## config.mk

```make
export PLATFORM = sky130hd
export DESIGN_NAME = ex_multicycle_ctrl
export DESIGN_NICKNAME = d
export VERILOG_FILES = /design/src/rtl/ex_multicycle_ctrl_pkg.sv /design/src/rtl/ex_multicycle_ctrl_timeout.sv /design/src/rtl/ex_multicycle_ctrl.sv
export SDC_FILE = /design/constraint.sdc
export NUM_CORES = 1
export LEC_CHECK = 0
export ABC_AREA = 1
export CORE_UTILIZATION = 40
export CTS_BUF_LIST = sky130_fd_sc_hd__clkbuf_8
export CTS_CLUSTER_SIZE = 40
export DETAILED_ROUTE_END_ITERATION = 12
export MAX_ROUTING_LAYER = met4
export PLACE_DENSITY = 0.86
export REMOVE_ABC_BUFFERS = 1
export SYNTH_ARGS = -nofsm -noshare
export SYNTH_HDL_FRONTEND = slang
export SYNTH_SLANG_ARGS = --single-unit
```

## constraint.sdc

```tcl
create_clock -name clk -period 3.48 [get_ports clk]
set_input_delay 0.348 -clock clk [delete_from_list [all_inputs] [get_ports clk]]
set_output_delay 0.348 -clock clk [all_outputs]
set_load 0.03 [all_outputs]
```

## src/rtl/ex_multicycle_ctrl_pkg.sv

```systemverilog
// Shared definitions for the Execute-stage multicycle sequencer: FSM state
// encoding, default widths and the opcodes understood by the shared unit.
package ex_multicycle_ctrl_pkg;

  localparam int DATA_W_DEF  = 16;
  localparam int OP_W_DEF    = 4;
  localparam int RD_W_DEF    = 3;
  localparam int TIMEOUT_DEF = 64;

  typedef enum logic [2:0] {
    ST_IDLE   = 3'd0,
    ST_LAUNCH = 3'd1,
    ST_WAIT   = 3'd2,
    ST_DONE   = 3'd3,
    ST_ABORT  = 3'd4
  } mc_state_e;

  // Opcodes of the shared FPU / crypto unit
  localparam logic [3:0] OP_FADD    = 4'h0;
  localparam logic [3:0] OP_FSUB    = 4'h1;
  localparam logic [3:0] OP_FMUL    = 4'h2;
  localparam logic [3:0] OP_FDIV    = 4'h3;
  localparam logic [3:0] OP_AES_ENC = 4'h8;
  localparam logic [3:0] OP_AES_DEC = 4'h9;
  localparam logic [3:0] OP_SHA     = 4'hA;

  // States in which the op owns EX and the front of the pipeline must hold
  function automatic logic is_busy(input mc_state_e s);
    return (s == ST_LAUNCH) || (s == ST_WAIT);
  endfunction

endpackage

```

## src/rtl/ex_multicycle_ctrl_timeout.sv

```systemverilog
// Watchdog counter for an outstanding unit operation. Cleared while the op is
// launched, counts every cycle the controller waits on the unit, and flags the
// last allowed cycle. It parks at all-ones instead of wrapping.
module mc_timeout_ctr #(
  parameter int TIMEOUT = 64,
  parameter int CNT_W   = $clog2(TIMEOUT)
) (
  input  logic clk,
  input  logic rst,
  input  logic clear,
  input  logic enable,
  output logic terminal
);

  localparam logic [CNT_W-1:0] LAST = CNT_W'(TIMEOUT - 1);
  localparam logic [CNT_W-1:0] SAT  = '1;

  logic [CNT_W-1:0] count;

  // Count waiting cycles; clear has priority and the count saturates
  always_ff @(posedge clk or negedge rst) begin
    if (!rst) begin
      count <= '0;
    end else if (clear) begin
      count <= '0;
    end else if (enable && (count != SAT)) begin
      count <= count + CNT_W'(1);
    end
  end

  assign terminal = (count == LAST);

endmodule

```

## src/rtl/ex_multicycle_ctrl.sv

```systemverilog
// Execute-stage sequencer for long-latency ops. Captures the forwarded
// operands at issue, launches the shared unit with a one-cycle start pulse,
// holds Fetch/Decode/Execute (and bubbles EX/MEM) until the unit answers or
// the watchdog expires, then offers the result to the EX result mux for one
// cycle. A squashed op is drained silently through ABORT.
module ex_multicycle_ctrl
  import ex_multicycle_ctrl_pkg::*;
#(
  parameter int DATA_W  = DATA_W_DEF,
  parameter int OP_W    = OP_W_DEF,
  parameter int TIMEOUT = TIMEOUT_DEF
) (
  input  logic              clk,
  input  logic              rst,
  input  logic              mc_validE,
  input  logic [OP_W-1:0]   mc_opE,
  input  logic [DATA_W-1:0] Src_AE,
  input  logic [DATA_W-1:0] Src_BE,
  input  logic              killE,
  input  logic              unit_done,
  input  logic [DATA_W-1:0] unit_result,
  output logic              unit_start,
  output logic [OP_W-1:0]   unit_op,
  output logic [DATA_W-1:0] unit_a,
  output logic [DATA_W-1:0] unit_b,
  output logic              stall_FDE,
  output logic              bubbleM,
  output logic              mc_result_validE,
  output logic [DATA_W-1:0] mc_resultE,
  output logic              mc_errE
);

  mc_state_e state;
  logic      issue;
  logic      timeout_hit;
  logic      ctr_clear;
  logic      ctr_enable;

  assign issue      = mc_validE && !killE;
  assign ctr_clear  = (state == ST_LAUNCH);
  assign ctr_enable = (state == ST_WAIT) || (state == ST_ABORT);

  mc_timeout_ctr #(
    .TIMEOUT (TIMEOUT)
  ) u_timeout (
    .clk      (clk),
    .rst      (rst),
    .clear    (ctr_clear),
    .enable   (ctr_enable),
    .terminal (timeout_hit)
  );

  // Sequencer FSM; start, result-valid and error are registered one-cycle pulses
  always_ff @(posedge clk or negedge rst) begin
    if (!rst) begin
      state            <= ST_IDLE;
      unit_start       <= 1'b0;
      unit_op          <= '0;
      unit_a           <= '0;
      unit_b           <= '0;
      mc_result_validE <= 1'b0;
      mc_resultE       <= '0;
      mc_errE          <= 1'b0;
    end else begin
      unit_start       <= 1'b0;
      mc_result_validE <= 1'b0;
      mc_errE          <= 1'b0;
      case (state)
        ST_IDLE: begin
          if (issue) begin
            unit_op    <= mc_opE;
            unit_a     <= Src_AE;
            unit_b     <= Src_BE;
            unit_start <= 1'b1;
            state      <= ST_LAUNCH;
          end
        end
        ST_LAUNCH: begin
          state <= killE ? ST_ABORT : ST_WAIT;
        end
        ST_WAIT: begin
          if (killE) begin
            state <= ST_ABORT;
          end else if (unit_done) begin
            mc_resultE       <= unit_result;
            mc_result_validE <= 1'b1;
            state            <= ST_DONE;
          end else if (timeout_hit) begin
            mc_resultE       <= '0;
            mc_result_validE <= 1'b1;
            mc_errE          <= 1'b1;
            state            <= ST_DONE;
          end
        end
        ST_DONE: begin
          state <= ST_IDLE;
        end
        ST_ABORT: begin
          if (unit_done || timeout_hit) begin
            state <= ST_IDLE;
          end
        end
        default: begin
          state <= ST_IDLE;
        end
      endcase
    end
  end

  // Pipeline hold: immediate on issue, held while busy, and any op reaching EX during ABORT waits
  always_comb begin
    stall_FDE = 1'b0;
    if (rst) begin
      if (is_busy(state)) begin
        stall_FDE = 1'b1;
      end else if (state == ST_IDLE) begin
        stall_FDE = issue;
      end else if (state == ST_ABORT) begin
        stall_FDE = mc_validE;
      end
    end
    bubbleM = stall_FDE;
  end

endmodule

```

### Word-level counts from Yosys, hierarchy flattened

Cells that the tools add are included.

| storage, ports and cells | value |
|---|---|
| bits in registers | 64 |
| input port bits | 57 |

| operators by class | value |
|---|---|
| add/subtract/negate cells | 1 |
| eq/ne operators | 8 |
| muxes and demuxes | 24 |
| bitwise logic cells | 1 |
| reduce and logical (&&, ||, !) cells | 12 |

Operator list:

| kind | number |
|---|---|
| $mux W16 | 2 |
| $mux W3 | 6 |
| $mux W1 | 13 |
| $mux W6 | 2 |
| $pmux W3 S4 | 1 |
| $add A6 B1 Y6 const B | 1 |
| $eq A6 B6 Y1 const B | 1 |
| $ne A6 B6 Y1 const B | 1 |
| $reduce_and A3 Y1 | 2 |
| $ne A2 B2 Y1 const B | 2 |
| $ne A4 B4 Y1 const B | 1 |
| $reduce_bool A2 Y1 | 2 |
| $eq A3 B1 Y1 const B | 1 |
| $eq A3 B2 Y1 const B | 1 |
| $eq A3 B3 Y1 const B | 1 |
| $logic_not A3 Y1 | 1 |
| $logic_or A1 B1 Y1 | 3 |
| $logic_and A1 B1 Y1 | 2 |
| $reduce_and A2 Y1 | 1 |
| $logic_not A1 Y1 | 1 |
| $not A1 Y1 | 1 |

### Longest topological paths before layout

Gate-level depths: netlist of the first run.

| logic depth | value |
|---|---|
| depth after elaboration | 5 |
| mapped depth | 9 |
| mapped depth without buffers | 9 |

### Hierarchy

A second synthesis of the first run with hierarchy kept.

| second synthesis, totals | value |
|---|---|
| cell total of the unflattened synthesis | 312 |
| area, all modules | 2712.6 um^2 |

By module, submodules not included:

| module | instances | cells an instance | area each (um^2) | sequential area each (um^2) |
|---|---|---|---|---|
| ex_multicycle_ctrl | 1 | 259 | 2313.5 | 1451.4 |
| mc_timeout_ctr | 1 | 53 | 399.1 | 150.1 |

### Least setup slack after synthesis of the first run

No wires, ideal clock.

| timing | value |
|---|---|
| kind | reg-to-output |
| start point | register state[1] |
| end point | output stall_FDE |
| arrival time | 1.717 ns |
| slack | 1.415 ns |
| stages on the path, launching flop included | 6 |
| path buffers | 2 |
| cells stage by stage | dfrtp_1 -> nor2_1 -> nand3_2 -> buf_6 -> a31oi_1 -> buf_4 |

| on the way | value |
|---|---|
| cells in the longest elaborated chain, start to end | 5 |

Ends and longest elaborated chain:

| item | RTL line | source |
|---|---|---|
| from (decl) | ex_multicycle_ctrl.sv:33 | `mc_state_e state;` |
| from (signal assigned) | ex_multicycle_ctrl.sv:79 | `state <= killE ? ST_ABORT : ST_WAIT;` |
| $eq A3 B3 Y1 | ex_multicycle_ctrl.sv:118 | `end else if (state == ST_ABORT) begin` |
| $mux W1 | ex_multicycle_ctrl.sv:118 |  |
| $mux W1 | ex_multicycle_ctrl.sv:116 | `end else if (state == ST_IDLE) begin` |
| $mux W1 (*) | ex_multicycle_ctrl.sv:114 | `if (is_busy(state)) begin` |
| $mux W1 (*) | ex_multicycle_ctrl.sv:113 | `if (rst) begin` |
| to (decl) | ex_multicycle_ctrl.sv:26 | `output logic stall_FDE,` |

Mark *: on every way between the ends. The rest lies on a longest branch, timed or not.

### Worst setup path in the final report of the first run

Ends and elaborated chain as after synthesis.

==> results.rst, run 1 <==
.. list-table::
   :header-rows: 1

   * - Metric
     - Value
   * - Clock tree root driver cell
     - sky130_fd_sc_hd__clkbuf_8
   * - Initial Utilization
     - 42.0%
   * - Average cell area after synthesis
     - 8.84 um2
   * - Maximum resistive drop on vdd
     - 0.560 mV
   * - Fraction of the core area covered by cells at the end of the flow
     - 62.7%
   * - ANT cells
     - 0
   * - Final design instance area without fill
     - 4030 um2
   * - Pins Over Slew Limit
     - 0
   * - Fin. Hold Viols
     - 0
   * - # hold bufs at CTS
     - 0
   * - Min cycle time layout
     - 2.60 ns
   * - Number of synthesized flops with an enable pin
     - 0
   * - Clock H-tree levels
     - 3
   * - Full die area
     - 7080 um2
   * - Total cell area at the placement stage
     - 3840 um2
   * - Filler Cell Count
     - 537
   * - Maximum fanout encountered on the critical timing path
     - 6
   * - Average wire per cell in the routed design
     - 13.3 um
   * - Clock transition at the register clock pins on the worst setup and hold paths after CTS
     - 0.07 ns
   * - Worst Tran Pin Value
     - 0.778 ns
   * - Highest-utilization routing layer at the global route stage
     - met2
   * - Power density over cell area
     - 927 nW/um2
   * - Required time of the critical path
     - 3.13 ns
   * - Violations in the final reports
     - design-rule violations
   * - Critical path arrival
     - 2.26 ns
   * - Deepest clock path buffer count
     - 2
   * - Cell with the most instances after synthesis
     - sky130_fd_sc_hd__nand2_1
   * - Remaining DRCs
     - 10
   * - Mapped Area
     - 2700 um2
   * - Wire length of the first global-routing pass
     - 11.2 mm
   * - Tightest Hold Check Type
     - in -> async
   * - Share of Yosys cell area claimed by the top area cell type
     - 59.4%
   * - Total detailed-routing wirelength
     - 6.63 mm
   * - Clock tree sinks
     - 64
   * - Vias in the first global route
     - 2477
   * - Number of rows in the core area
     - 29
   * - Clock tree from TritonCTS
     - yes
   * - Async set or reset register ratio after synthesis
     - 100%
   * - Final Instance Count excl. Fillers
     - 500
   * - Synth area leaders
     - sky130_fd_sc_hd__dfrtp_1, sky130_fd_sc_hd__nand2_1, sky130_fd_sc_hd__nand3_1, sky130_fd_sc_hd__buf_6, sky130_fd_sc_hd__o21ai_0
   * - Post-CTS setup buffer count
     - 0
   * - Post-detail-place hpwl
     - 4.58 mm
   * - Antenna violations before repair
     - 0
   * - Most area-hungry cell type in the Yosys netlist
     - sky130_fd_sc_hd__dfrtp_1
   * - Routed Antenna Nets
     - 0
   * - RSZ-0062 raised after global routing
     - false
   * - Met2 track demand over resource in global routing
     - 34.8%
   * - Category of the critical setup timing path
     - reg -> out
   * - IO Pins
     - 114
   * - Run status
     - finished, violations left
   * - Final weighted congestion in routability-driven placement
     - 0.862
   * - Met1 demand-to-capacity share in global routing
     - 23.7%
   * - Unique cell type count in the Yosys netlist
     - 26
   * - Ratio of final minimum period to clock period
     - 74.8%
   * - Critical path launch point type
     - flop
   * - Flip-flop and latch count after synthesis
     - 64
   * - Height of the chip
     - 84.1 um
   * - Synthesis-to-finish area growth
     - 49.4%
   * - Leakage
     - 1.99 nW
   * - Timing-limited maximum frequency
     - 0.384 GHz
   * - # placed instances
     - 485
   * - Sum of overflow across all layers after global routing
     - 0
   * - Post_cts resized
     - 0
   * - Met3 demand-to-capacity share in global routing
     - 4.45%
   * - Core area
     - 6420 um2
   * - Number of detailed-routing iterations run before antenna repair
     - 8
   * - Setup violations, final
     - 0
   * - Initial drt markers
     - 140
   * - Worst clock skew
     - 0.0111 ns
   * - Crit end category
     - output pin
   * - Clock Latency Late Sink
     - 0.33 ns
   * - Number of cell instances on the worst register-to-register path
     - 7
   * - Warnings from Yosys
     - 0
   * - Post-synth top flop
     - sky130_fd_sc_hd__dfrtp_1
   * - Chip width
     - 84.1 um
   * - Pin count of the biggest net entering global routing
     - 65
   * - Flop2flop setup slack
     - 1.66 ns
   * - Sequential share of the synthesized area
     - 59.4%
   * - Share of post-route cells with drive strength above 1
     - 7.09%
   * - Vias
     - 2404
   * - Fin Hold WS
     - 0.191 ns
   * - Post-layout nets
     - 477
   * - Max-cap violations
     - 0
   * - Synthesized instance count
     - 305
   * - Overall global routing resource usage
     - 20.7%
   * - PortBufs
     - 113
   * - Setup TNS Final
     - 0 ns
   * - Vias per cell
     - 4.81
   * - Clock buffers created by TritonCTS
     - 9
   * - Top post-synthesis cells by count
     - sky130_fd_sc_hd__nand2_1, sky130_fd_sc_hd__dfrtp_1, sky130_fd_sc_hd__nand3_1
   * - Slew headroom
     - 48.2%
## area by class of cell
class                           instances  area, um2  share of cell area [%]
Inverter                               13       48.8                    1.21
Timing Repair Buffer                  116       1150                    28.5
Clock inverter                          2       12.5                   0.311
Sequential cell                        64       1600                    39.8
Multi-Input combinational cell        215        942                    23.4
Clock buffer                           13        179                    4.44
Tap cell                               77       96.3                    2.39
## worst max-delay path, stage by stage, from the launching register on
cell                              delay [ns]
sky130_fd_sc_hd__dfrtp_1                0.41
sky130_fd_sc_hd__nor2_1                 0.22
sky130_fd_sc_hd__nand2_1                0.19
sky130_fd_sc_hd__nand2_1                0.13
sky130_fd_sc_hd__inv_1                  0.06
sky130_fd_sc_hd__a31oi_1                0.19
sky130_fd_sc_hd__clkdlybuf4s50_1        0.72
## path summary, 6_finish.rpt
kind                                         start        endpoint
worst min-delay path                           rst  mc_resultE[14]
worst max register to register  u_timeout.count[0]        state[0]
max in group asynchronous                      rst       unit_b[3]
worst min register to register           unit_a[7]       unit_a[7]
worst max-delay path                      state[1]       stall_FDE
min in group clk                         unit_a[7]       unit_a[7]
## metal layers
metal | vias to the layer above | routed length (um)
met5 | - | 0
met4 | 0 | 165
met3 | 16 | 312
met2 | 73 | 3390
met1 | 1131 | 2770
li1 | 1184 | -
## cells in the final DEF, fill, tap and decap left out, drive strengths merged
cell,count
nand2,153
clkdlybuf4s50,112
dfrtp,64
nand3,23
o21ai,17
clkbuf,13
inv,13
nor2,11
buf,4
nand4,2
a31oi,1
nor3,1
xnor2,1
xor2,1
or2,1
mux2i,1
a21oi,1
o211ai,1
ha,1
clkinvlp,1
clkinv,1
## cell families after synthesis
group,after synthesis,share of synthesized area (%)
adder cells (fa/ha/maj),1,0.464
buffers and inverters,26,5.70
flip-flops,64,59.4
AO/OA/AOI/OAI,20,3.85
AND/OR/NAND/NOR,191,29.6
XOR/XNOR,2,0.649
multiplexers,1,0.371
## registers in the layout, summed over array words and instances, names as in the netlist
name              flops
u_timeout.count       6
mc_resultE           16
unit_a               16
unit_start            1
unit_op               4
unit_b               16
state                 3
mc_result_validE      1
mc_errE               1
## per-stage QoR
| step | power (W) | setup slack, ns |
|---|---|---|
| 4_1_cts | 0.00376 | 0.874 |
| 3_3_place_gp | 0.00310 | 1.06 |
| 2_1_floorplan | 0.00230 | 0.958 |
| 3_5_place_dp | 0.00315 | 0.990 |
| 5_1_grt | 0.00396 | 0.731 |
| 6_report | 0.00373 | 0.876 |
## report_power, final
group / leakage [nW] / internal, W / total [W] / switching (W)
Combinational: 1.08 / 0.000746 / 0.00188 / 0.00114
Clock: 0.0975 / 0.000331 / 0.000601 / 0.000270
Sequential: 0.814 / 0.00106 / 0.00125 / 0.000187
Total: 1.99 / 0.00214 / 0.00373 / 0.00159
No activity file was read; power rests on OpenSTA's default activity.
==> run 2, diff against run 1 <==
- clock period: 3.48 -> 2.7 ns (I/O delays scaled with it)
==> run 2 against run 1 <==
Effect of this change:
- sequential share of layout area shrank 0.40 points
- the run still ends with design-rule violations left
- power increased by 34%
- combinational power is 29% higher
- register-to-register slack got worse by 0.80 ns
- wire length is 1.1% higher
- clock skew down 0.0021 ns
- global-route usage is 0.27 points higher
- critical path type unchanged
- sequential power is 30% higher
==> results.rst, run 2 (synthesis results as in run 1) <==
.. list-table::
   :header-rows: 1

   * - Metric
     - Value
   * - Tightest Hold Check Type
     - in -> async
   * - Post_cts resized
     - 0
   * - Buffer and inverter count on the worst path
     - 2
   * - Slew headroom
     - 48.3%
   * - Number of rows in the core area
     - 29
   * - PortBufs
     - 113
   * - Full die area
     - 7080 um2
   * - Maximum resistive drop on vdd
     - 0.714 mV
   * - Category of the critical setup timing path
     - reg -> out
   * - Number of stages on the worst setup path
     - 6
   * - Power density over cell area
     - 1230 nW/um2
   * - Required time of the critical path
     - 2.43 ns
   * - Ratio of final minimum period to clock period
     - 74.1%
   * - Vias per cell
     - 4.95
   * - Number of detailed-routing iterations run before antenna repair
     - 8
   * - Antenna violations before repair
     - 0
   * - Capture instance of the worst register-to-register path
     - state[0]
   * - Reg2Reg Launch Point
     - u_timeout.count[0]
   * - Clock H-tree levels
     - 3
   * - Max-cap violations
     - 0
   * - Crit end category
     - output pin
   * - Min cycle time layout
     - 2.00 ns
   * - Maximum single-stage delay on the critical path
     - 0.42 ns
   * - Critical path launch point type
     - flop
   * - Final Instance Count excl. Fillers
     - 501
   * - Post-detail-place hpwl
     - 4.71 mm
   * - Leakage
     - 2.01 nW
   * - RSZ-0062 raised after global routing
     - false
   * - Pin count of the biggest net entering global routing
     - 65
   * - # placed instances
     - 485
   * - Vias in the first global route
     - 2617
   * - Setup TNS Final
     - 0 ns
   * - Total detailed-routing wirelength
     - 6.70 mm
   * - Most common cell after layout, fill and taps aside
     - sky130_fd_sc_hd__nand2_1
   * - Final weighted congestion in routability-driven placement
     - 0.833
   * - Overall global routing resource usage
     - 20.9%
   * - Synthesis-to-finish area growth
     - 50.9%
   * - Filler Cell Count
     - 516
   * - Fin. Hold Viols
     - 0
   * - Remaining DRCs
     - 12
   * - Share of post-route cells with drive strength above 1
     - 7.78%
   * - Chip width
     - 84.1 um
   * - Pins Over Slew Limit
     - 0
   * - Gate family responsible for the most delay along the worst path
     - simple AND/OR/NAND/NOR gates
   * - Post-CTS setup buffer count
     - 0
   * - Timing-limited maximum frequency
     - 0.500 GHz
   * - Routed Antenna Nets
     - 0
   * - Worst clock skew
     - 0.00906 ns
   * - Worst Tran Pin Value
     - 0.776 ns
   * - Clock buffers created by TritonCTS
     - 9
   * - Registers with the most flip-flops
     - mc_resultE (16), unit_a (16), unit_b (16)
   * - Flop2flop setup slack
     - 0.86 ns
   * - Wire length of the first global-routing pass
     - 11.3 mm
   * - CP max stage cell
     - sky130_fd_sc_hd__dfrtp_1
   * - Vias
     - 2482
   * - Setup violations, final
     - 0
   * - Clock tree sinks
     - 64
   * - Clock tree from TritonCTS
     - yes
   * - Post-layout nets
     - 477
   * - Leading cell types in the layout, fill and taps excluded
     - sky130_fd_sc_hd__nand2_1, sky130_fd_sc_hd__clkdlybuf4s50_1, sky130_fd_sc_hd__dfrtp_1
   * - Sum of overflow across all layers after global routing
     - 0
   * - Initial drt markers
     - 123
   * - Clock transition at the register clock pins on the worst setup and hold paths after CTS
     - 0.07 ns
   * - Deepest clock path buffer count
     - 2
   * - Maximum fanout encountered on the critical timing path
     - 6
   * - Final total power
     - 0.00500 W
   * - Clock tree root driver cell
     - sky130_fd_sc_hd__clkbuf_8
   * - ANT cells
     - 0
   * - Run status
     - finished, violations left
   * - Height of the chip
     - 84.1 um
   * - Clock Latency Late Sink
     - 0.33 ns
   * - Core area
     - 6420 um2
   * - Violations in the final reports
     - design-rule violations
   * - Average wire per cell in the routed design
     - 13.4 um
   * - # hold bufs at CTS
     - 0
   * - Crit-path most repeated cell
     - sky130_fd_sc_hd__nand2_1
   * - Number of cell instances on the worst register-to-register path
     - 7
   * - Initial Utilization
     - 42.0%
   * - IO Pins
     - 114
   * - Fraction of the core area covered by cells at the end of the flow
     - 63.4%
   * - Cell Chain, Critical Path
     - nor2_1, nand2_1, nand2_1, inv_1, a31oi_1, buf_4
   * - Critical path arrival
     - 1.73 ns
run 2: cell count changes in the layout (fill, tap and decap cells not counted), moves of 2 or more:
cell	change
sky130_fd_sc_hd__buf_4	+2
sky130_fd_sc_hd__clkdlybuf4s50_1	-2
sky130_fd_sc_hd__bufinv_16	+2
sky130_fd_sc_hd__clkbuf_8	-2
sky130_fd_sc_hd__inv_6	+2
run 2: stage by stage:
| stage | hold slack [ns] | instance area [um2] | worst slack [ns] |
|---|---|---|---|
| after floorplan | -0.0256 | 2590 | 0.256 |
| after global placement | 0.461 | 3830 | 0.852 |
| after detailed placement | 0.466 | 3830 | 0.753 |
| after CTS | 0.162 | 4070 | 0.696 |
| after global routing | 0.197 | 4070 | 0.562 |
| final | 0.122 | 4070 | 0.701 |
run 2: routing by layer:
metal	global-route usage, %	part of all wire [%]	vias to the layer above
met5	-	0	-
met4	12.5	4.2	0
met3	4.25	4.8	26
met2	34.2	50	98
met1	23.8	41	1176
li1	-	-	1182
run 2: worst max-delay path by stage:
| stage | from | end | slack, ns |
|---|---|---|---|
| after floorplan | state[1] | bubbleM | 0.26 |
| after global placement | killE | unit_a[6] | 0.85 |
| after detailed placement | killE | unit_b[7] | 0.75 |
| after CTS | state[1] | stall_FDE | 0.70 |
| after global routing | state[1] | stall_FDE | 0.56 |
| final | state[1] | stall_FDE | 0.70 |
run 2: area by class of cell:
type / instances / area [um2] / area share (%)
clock inverters: 5 / 86.3 / 2.12
inverters: 13 / 48.8 / 1.20
flip-flops and latches: 64 / 1600 / 39.3
well taps: 77 / 96.3 / 2.37
repair buffers: 116 / 1140 / 28.1
multi-input cells: 215 / 942 / 23.1
clock buffers: 11 / 151 / 3.72
run 2: worst reg2reg max path, delay by kind of cell (launching register included):
kind / cells / cell delay, ns
AO/OA/AOI/OAI: 1 / 0.19
AND/OR/NAND/NOR: 5 / 0.82
adder cells (fa/ha/maj): 1 / 0.27
flip-flops: 1 / 0.45
run 2: power by group:
part	leakage [nW]	internal (W)	total (W)	switching, W
Sequential	0.814	0.00137	0.00163	0.000257
Combinational	1.08	0.000956	0.00242	0.00146
Clock	0.121	0.000578	0.000948	0.000370
